`src/rtl/hazard_scoreboard_if.sv`:
```
// Hazard scoreboard bus: groups the ID-stage instruction fields with the
// hazard-resolution results returned by the scoreboard.
//   master (pipeline control): drives id_valid, id_src1, id_src2, id_two_src,
//     id_wb_en, id_mem_read, id_dest, branch_taken; reads stall, fwd_sel1,
//     fwd_sel2, busy_map, stall_cnt.
//   slave (hazard_scoreboard): the mirror image.
// Parameters must match those of the hazard_scoreboard instance it connects.
interface hazard_scoreboard_if #(
    parameter int unsigned REG_AW = 4,
    parameter int unsigned DEPTH  = 2
) ();
    localparam int unsigned SW = $clog2(DEPTH + 1);

    logic                   id_valid;
    logic [REG_AW-1:0]      id_src1;
    logic [REG_AW-1:0]      id_src2;
    logic                   id_two_src;
    logic                   id_wb_en;
    logic                   id_mem_read;
    logic [REG_AW-1:0]      id_dest;
    logic                   branch_taken;
    logic                   stall;
    logic [SW-1:0]          fwd_sel1;
    logic [SW-1:0]          fwd_sel2;
    logic [2**REG_AW-1:0]   busy_map;
    logic [15:0]            stall_cnt;

    modport master (
        output id_valid, id_src1, id_src2, id_two_src, id_wb_en, id_mem_read, id_dest,
               branch_taken,
        input  stall, fwd_sel1, fwd_sel2, busy_map, stall_cnt
    );

    modport slave (
        input  id_valid, id_src1, id_src2, id_two_src, id_wb_en, id_mem_read, id_dest,
               branch_taken,
        output stall, fwd_sel1, fwd_sel2, busy_map, stall_cnt
    );
endinterface

```
`src/rtl/hazard_scoreboard.sv`:
```
// Pipeline hazard scoreboard. Tracks the destinations of the DEPTH instructions
// in flight after ID (entry 1 = EXE, entry 2 = MEM, ...) and, for the
// instruction in ID, decides whether it must stall and where its operands
// come from.
//   FWD_EN = 1: forwarding; only a load-use on entry 1 stalls, operands are
//               forwarded from the youngest matching entry.
//   FWD_EN = 0: stall-only; any pending writer of a source stalls.
// Ports:
//   clk  - clock, all state on the rising edge
//   rst  - synchronous active-high reset
//   bus  - hazard_scoreboard_if slave modport (ID fields in, stall/forward
//          selects/busy map/saturating stall counter out)
module hazard_scoreboard #(
    parameter int unsigned REG_AW = 4,
    parameter int unsigned DEPTH  = 2,
    parameter bit          FWD_EN = 1'b1
) (
    input logic                clk,
    input logic                rst,
    hazard_scoreboard_if.slave bus
);
    localparam int unsigned SW = $clog2(DEPTH + 1);

    typedef struct packed {
        logic              valid;
        logic              wb_en;
        logic              mem_read;
        logic [REG_AW-1:0] dest;
    } entry_t;

    entry_t               ent_q [1:DEPTH];
    logic [15:0]          stall_cnt_q;

    logic [DEPTH:1]       hit1;
    logic [DEPTH:1]       hit2;
    logic [SW-1:0]        sel1;
    logic [SW-1:0]        sel2;
    logic [2**REG_AW-1:0] busy;
    logic                 hazard;
    logic                 stall_w;
    logic                 issue;

    // Only valid writers count as producers; bubbles and non-writers are inert.
    always_comb begin
        hit1 = '0;
        hit2 = '0;
        busy = '0;
        for (int unsigned k = 1; k <= DEPTH; k++) begin
            if (ent_q[k].valid && ent_q[k].wb_en) begin
                busy[ent_q[k].dest] = 1'b1;
                hit1[k] = (ent_q[k].dest == bus.id_src1);
                hit2[k] = bus.id_two_src && (ent_q[k].dest == bus.id_src2);
            end
        end
    end

    // Scan oldest to youngest so the youngest producer overwrites the select.
    always_comb begin
        sel1 = '0;
        sel2 = '0;
        for (int unsigned k = DEPTH; k >= 1; k--) begin
            if (hit1[k]) sel1 = SW'(k);
            if (hit2[k]) sel2 = SW'(k);
        end
    end

    always_comb begin
        if (FWD_EN) begin
            // A load's data is not ready in EXE; everything else forwards.
            hazard = ent_q[1].mem_read && (hit1[1] || hit2[1]);
        end else begin
            hazard = |{hit1, hit2};
        end
        // A flush squashes the ID instruction, so it never waits.
        stall_w = bus.id_valid && hazard && !bus.branch_taken;
        issue   = bus.id_valid && !stall_w && !bus.branch_taken;
    end

    assign bus.stall     = stall_w;
    assign bus.fwd_sel1  = FWD_EN ? sel1 : '0;
    assign bus.fwd_sel2  = FWD_EN ? sel2 : '0;
    assign bus.busy_map  = busy;
    assign bus.stall_cnt = stall_cnt_q;

    always_ff @(posedge clk) begin
        if (rst) begin
            for (int unsigned k = 1; k <= DEPTH; k++) begin
                ent_q[k] <= '0;
            end
            stall_cnt_q <= '0;
        end else begin
            // Non-issue cycles insert a bubble; payload bits are don't-care then.
            ent_q[1] <= '{valid:    issue,
                          wb_en:    bus.id_wb_en,
                          mem_read: bus.id_mem_read,
                          dest:     bus.id_dest};
            for (int unsigned k = 2; k <= DEPTH; k++) begin
                ent_q[k] <= ent_q[k-1];
            end
            if (stall_w && stall_cnt_q != 16'hFFFF) begin
                stall_cnt_q <= stall_cnt_q + 16'd1;
            end
        end
    end
endmodule

```
`src/flat_wrapper.sv`:
```
// flat-port wrapper written by rule: the top's interface ports become plain ports
module hazard_scoreboard_flat 
#(
    parameter int unsigned REG_AW = 4,
    parameter int unsigned DEPTH  = 2,
    parameter bit          FWD_EN = 1'b1
)
  (clk, rst, bus_id_valid, bus_id_src1, bus_id_src2, bus_id_two_src, bus_id_wb_en, bus_id_mem_read, bus_id_dest, bus_branch_taken, bus_stall, bus_fwd_sel1, bus_fwd_sel2, bus_busy_map, bus_stall_cnt);
  hazard_scoreboard_if #(.REG_AW(REG_AW), .DEPTH(DEPTH)) bus_i ();
  input logic clk;
  input logic rst;
  input wire logic [$bits(bus_i.id_valid)-1:0] bus_id_valid;
  input wire logic [$bits(bus_i.id_src1)-1:0] bus_id_src1;
  input wire logic [$bits(bus_i.id_src2)-1:0] bus_id_src2;
  input wire logic [$bits(bus_i.id_two_src)-1:0] bus_id_two_src;
  input wire logic [$bits(bus_i.id_wb_en)-1:0] bus_id_wb_en;
  input wire logic [$bits(bus_i.id_mem_read)-1:0] bus_id_mem_read;
  input wire logic [$bits(bus_i.id_dest)-1:0] bus_id_dest;
  input wire logic [$bits(bus_i.branch_taken)-1:0] bus_branch_taken;
  output wire logic [$bits(bus_i.stall)-1:0] bus_stall;
  output wire logic [$bits(bus_i.fwd_sel1)-1:0] bus_fwd_sel1;
  output wire logic [$bits(bus_i.fwd_sel2)-1:0] bus_fwd_sel2;
  output wire logic [$bits(bus_i.busy_map)-1:0] bus_busy_map;
  output wire logic [$bits(bus_i.stall_cnt)-1:0] bus_stall_cnt;
  assign bus_i.id_valid = bus_id_valid;
  assign bus_i.id_src1 = bus_id_src1;
  assign bus_i.id_src2 = bus_id_src2;
  assign bus_i.id_two_src = bus_id_two_src;
  assign bus_i.id_wb_en = bus_id_wb_en;
  assign bus_i.id_mem_read = bus_id_mem_read;
  assign bus_i.id_dest = bus_id_dest;
  assign bus_i.branch_taken = bus_branch_taken;
  assign bus_stall = bus_i.stall;
  assign bus_fwd_sel1 = bus_i.fwd_sel1;
  assign bus_fwd_sel2 = bus_i.fwd_sel2;
  assign bus_busy_map = bus_i.busy_map;
  assign bus_stall_cnt = bus_i.stall_cnt;
  hazard_scoreboard #(.REG_AW(REG_AW), .DEPTH(DEPTH), .FWD_EN(FWD_EN)) u_core (.clk(clk), .rst(rst), .bus(bus_i));
endmodule
```
`config.mk`:
```
export PLATFORM = sky130hd
export DESIGN_NAME = hazard_scoreboard_flat
export DESIGN_NICKNAME = d
export VERILOG_FILES = /design/src/rtl/hazard_scoreboard_if.sv /design/src/rtl/hazard_scoreboard.sv /design/src/flat_wrapper.sv
export SDC_FILE = /design/constraint.sdc
export NUM_CORES = 1
export LEC_CHECK = 0
export CAP_MARGIN = 5
export CORE_ASPECT_RATIO = 1.5
export CORE_MARGIN = 3
export CORE_UTILIZATION = 40
export CTS_CLUSTER_DIAMETER = 30
export DETAILED_ROUTE_END_ITERATION = 8
export MAX_ROUTING_LAYER = met4
export PLACE_DENSITY = 0.79
export SYNTH_ARGS = -nofsm -noshare
export SYNTH_HDL_FRONTEND = slang
export SYNTH_SLANG_ARGS = --single-unit
export TNS_END_PERCENT = 20
```
`constraint.sdc`:
```
create_clock -name clk -period 2.5 [get_ports clk]
set_clock_uncertainty 0.1 [all_clocks]
set_input_delay 0.5 -clock clk [delete_from_list [all_inputs] [get_ports clk]]
set_output_delay 0.5 -clock clk [all_outputs]
set_load 0.02 [all_outputs]
```
Word level (Yosys, flattened, before mapping)
Memory sizes are Yosys's and may differ from the RTL's.
Index checks and enable logic that the tools add are counted.
{"block": "word_totals", "mem_bits_rw": 14, "output_inout_bits": 37, "mem_count": 1, "input_bits": 19, "reg_bits": 16}
{"block": "classes", "addsub": 1, "n_mux": 19, "reduce_logical": 15, "n_bitwise": 3, "magnitude_cmp": 4, "n_eq_ne": 5}
{"name": "u_core.ent_q", "words": 2, "word_bits": 7, "rd": 2, "rd_ports_with_merged_regs": 0, "wr": 2, "line": "hazard_scoreboard.sv:31", "rtl": "entry_t ent_q [1:DEPTH];"}
{"operator": "two-way mux 16 bit", "n": 2}
{"operator": "adder 16 x 1 -> 16 bit (second input constant)", "n": 1}
{"operator": "== test 4 bit", "n": 4}
{"operator": "!= test 16 bit (second input constant)", "n": 1}
{"operator": "bitwise OR 16 bit", "n": 1}
{"operator": "two-way mux 7 bit", "n": 2}
{"operator": "logical AND 1 bit", "n": 12}
{"operator": "less-than comparator 4 x 5 -> 1 bit (second input constant)", "n": 2}
{"operator": "two-way mux 1 bit", "n": 9}
{"operator": "demux 1 bit (select 4 bit)", "n": 2}
{"operator": ">= comparator 4 x 1 -> 1 bit (second input constant)", "n": 2}
{"operator": "two-way mux 2 bit", "n": 4}
{"operator": "logical NOT 1 bit", "n": 2}
{"operator": "bitwise OR 1 bit", "n": 2}
{"operator": "logical OR 1 bit", "n": 1}

Depth between registers and ports, before layout
{"block": "depth", "ltp_word": 11, "ltp_mapped": 8}

Worst setup path before layout
OpenSTA, ideal clock, no wires.
{"block": "synth_timing", "path_type": "input -> output", "startpoint": "in bus_id_src1[1]", "endpoint": "out bus_fwd_sel1[1]", "setup_slack_ns": 0.353, "arrival_ns": 1.547, "stages": 4, "path_cell_list": "xnor2_1 nand3_1 nor2_1 nor4_1"}
{"block": "synth_via", "elab_chain_len": 4, "word_cells_on_any_way": 6, "classes_between": "eq/ne: 2; mux: 4"}
{"item": "from (decl)", "line": "flat_wrapper.sv:13", "rtl": "input wire logic [$bits(bus_i.id_src1)-1:0] bus_id_src1;"}
{"item": "== test 4 bit", "line": "hazard_scoreboard.sv:51", "rtl": "hit1[k] = (ent_q[k].dest == bus.id_src1);"}
{"item": "two-way mux 1 bit", "line": "hazard_scoreboard.sv:49", "rtl": "if (ent_q[k].valid && ent_q[k].wb_en) begin"}
{"item": "two-way mux 2 bit", "line": "hazard_scoreboard.sv:62", "rtl": "if (hit1[k]) sel1 = SW'(k);"}
{"item": "two-way mux 2 bit (*)", "line": "hazard_scoreboard.sv:62"}
{"item": "to (decl)", "line": "flat_wrapper.sv:21", "rtl": "output wire logic [$bits(bus_i.fwd_sel1)-1:0] bus_fwd_sel1;"}
Every way passes the cells marked *; elsewhere a longest branch is shown, timed or not.

Final worst setup path
{"block": "layout_timing", "startpoint": "in bus_id_src1[2]", "endpoint": "out bus_fwd_sel1[1]"}
The elaborated chain is that of the path after synthesis.

==> flow_metrics.env <==
export IMPL_status="completed"
export IMPL_synthArstFlopShare=0
export IMPL_cp_arrival_ps=1890
export IMPL_power_density_mw_per_mm2=453
export IMPL_drive_above_1_share=0.117
export IMPL_numCtsBuffers=5
export IMPL_holdWs_ps=360
export IMPL_yosysTopAreaCell="dfxtp_1"
export IMPL_vias=1761
export IMPL_dp_hpwl_um=3330
export IMPL_grt_overflow=0
export IMPL_synth_warnings=0
export IMPL_cpPeakStageDelay_ps=530
export IMPL_worstMarginPinSlew_ps=406
export IMPL_die_height_um=84.8
export IMPL_r2r_end="u_core.bus.stall_cnt[11]"
export IMPL_power_share_sequential=0.447
export IMPL_max_freq_ghz=0.402
export IMPL_slowest_stage="clkdlybuf4s50_1"
export IMPL_relSlewSlack=0.729
export IMPL_synth_edf_count=0
export IMPL_ff2ff_setup_slack_ps=330
export IMPL_fillers=365
export IMPL_rsz0062_at_grt="true"
export IMPL_synth_avg_cell_area_um2=8.48
export IMPL_slew_viol_final=0
export IMPL_holdPathEnd="u_core.ent_q[2][5]"
export IMPL_r2r_start="u_core.ent_q[1][2]"
export IMPL_start_util=0.418
export IMPL_grt_max_degree=30
export IMPL_setup_worst_path_class="in -> out"
export IMPL_switching_share=0.212
export IMPL_via_per_inst=5.83
export IMPL_required_ps=1900
export IMPL_setup_violations=0
export IMPL_grt_pass1_vias=1597
export IMPL_dr_pass1_iters=5
export IMPL_p_clk_frac=0.459
export IMPL_synth_top_area_share=0.351
export IMPL_fin_crit_ps=2490
export IMPL_maxCapViolCount=0
export IMPL_design_area_mm2=0.00240
export IMPL_syn_to_final_growth_pct=45.3
export IMPL_synth_area_leaders="dfxtp_1 35%, xnor2_1 7.9%, o22ai_1 6.1%"
export IMPL_post_cts_setup_buffer_count=0
export IMPL_grt_pass1_wl_um=6980
export IMPL_path_delay_family="buffers and inverters"
export IMPL_syn_nets=215
export IMPL_r2r_cells=6
export IMPL_antennaDiodeCount=0
export IMPL_cts_sinks=29
export IMPL_combPwrFrac=0.093
export IMPL_p_switching_mw=0.231
export IMPL_ys_seq_area_frac=0.351
export IMPL_crit_chain="clkdlybuf4s50_1, buf_4, xnor2_1, nand3_1, nor4_1, dlygate4sd1_1"
export IMPL_grt_use_total=0.183
export IMPL_hold_viol=0
export IMPL_die_w_um=58.5
export IMPL_drt_antenna_violating_nets=0
export IMPL_drc=0
export IMPL_clk_pin_slew_ps=60
export IMPL_cts_htree_levels=2
export IMPL_rows=28
export IMPL_core_area_mm2=0.00396
export IMPL_p_leak_nw=0.983
export IMPL_tns_ps=0
export IMPL_syn_inst=195
export IMPL_place_congestion=0.891
export IMPL_min_path_cells=1
export IMPL_p_int_mw=0.858
export IMPL_path_max_fanout=2
export IMPL_nets=276
export IMPL_cp_end_kind="primary output"
export IMPL_period_share=0.995
export IMPL_worstHoldStart="u_core.ent_q[1][5]"
export IMPL_hold_path_class="reg -> reg"
export IMPL_antenna_found_initial=0
export IMPL_place_area_mm2=0.00227
export IMPL_cts_buffer_depth=2
export IMPL_p_total_mw=1.09
export IMPL_die_area_mm2=0.00496
export IMPL_synth_most_common_cell="dfxtp_1"
export IMPL_worst_ir_drop_vdd_v=0.000380
export IMPL_dp_cells=294
export IMPL_drt_total_wl_um=4490
export IMPL_ys_flop_type="dfxtp_1"
export IMPL_io_buffers=55
export IMPL_syn_area_mm2=0.00165
export IMPL_io_pins=56
export IMPL_cts_tree="done"
export IMPL_synth_distinct_cells=39
export IMPL_critPathLaunchType="input port"
export IMPL_wire_per_inst_um=14.9
export IMPL_stdcell_count=302
export IMPL_clock_root_buffer="clkbuf_8"
export IMPL_path_buf_inv=3
export IMPL_synth_ff_latch_count=29
export IMPL_first_iter_violations=55
export IMPL_synthTopCellsByCount="29 x dfxtp_1, 16 x o22ai_1, 15 x xnor2_1, 14 x nor2b_1"
export IMPL_clkLatencyLatePin_ps=280
## area by class of cell
type	instances	area (um2)	area share
timing repair buffer	66	629	0.262
sequential	29	581	0.242
multi-input combinational	152	1010	0.420
inverter	2	7.51	0.00312
clock buffer	6	82.6	0.0344
clock inverter	2	37.5	0.0156
tap	45	56.3	0.0234
## what timing repair did
action	4_1_cts	5_1_grt
setup endpoints to repair	14	12
gates resized for setup	16	16
hold endpoints to repair	0	0
hold buffers	0	0
## power groups by stage
stage | registers [mW] | clock network (mW) | logic [mW]
after detailed placement | 0.497 | 0 | 0.0992
after global placement | 0.497 | 0 | 0.0978
final | 0.487 | 0.500 | 0.102
after global routing | 0.488 | 0.529 | 0.111
after floorplan | 0.490 | 0 | 0.0554
after CTS | 0.487 | 0.516 | 0.101
## cell families (layout without fill, tap and decap cells)
group	Yosys count	in the layout	synth area share
adder cells (fa/ha/maj)	1	1	0.00756
AND/OR/NAND/NOR	88	88	0.315
AO/OA/AOI/OAI	44	44	0.170
multiplexers	3	3	0.0197
XOR/XNOR	16	16	0.0847
flip-flops	29	29	0.351
buffers and inverters	14	76	0.0514
## placed cells by master (no fill, tap or decap), types with 3 or more instances in the layout
cell / synthesis / layout
nand2_1: 11 / 11
and4_1: 3 / 3
or4_1: 9 / 9
o31ai_1: 10 / 10
nor2_1: 7 / 7
nand4_1: 5 / 5
a21oi_1: 12 / 12
or3_1: 4 / 4
nor2b_1: 14 / 14
dlygate4sd2_1: 0 / 10
nand3_1: 12 / 12
o22ai_1: 16 / 16
dfxtp_1: 29 / 29
xnor2_1: 15 / 13
buf_4: 1 / 11
dlymetal6s2s_1: 0 / 8
clkdlybuf4s50_1: 0 / 34
nand2b_1: 6 / 6
clkbuf_8: 0 / 6
## state kept, by name (all words and copies together) (netlist names)
register              count
u_core.bus.stall_cnt     16
u_core.ent_q             13
## per-stage QoR
step	setup WS, ps	util
final	13.3	0.607
after detailed placement	-308	0.572
after global placement	-299	0.572
after floorplan	353	-
after CTS	-210	0.601
after global routing	-89.4	0.607
## how the worst max path moves through the flow
stage	cells past startpoint	endpoint	slack (ps)	startpoint
6_report	6	bus_fwd_sel1[1]	10	bus_id_src1[2]
5_1_grt	6	bus_fwd_sel1[1]	-90	bus_id_src1[2]
4_1_cts	6	bus_fwd_sel1[0]	-210	bus_id_src1[2]
3_5_place_dp	6	bus_stall	-310	bus_id_src2[1]
3_3_place_gp	6	bus_stall	-300	bus_id_src2[2]
2_1_floorplan	4	bus_fwd_sel1[1]	350	bus_id_src1[1]
## per-layer routing
layer,vias to the layer above,routed length (um),GRT usage
met3,18,307,0.0262
met4,0,166,0.114
met1,802,1830,0.214
met2,92,2180,0.287
li1,849,-,-
met5,-,0,-
Power figures use the tool's default switching activity.
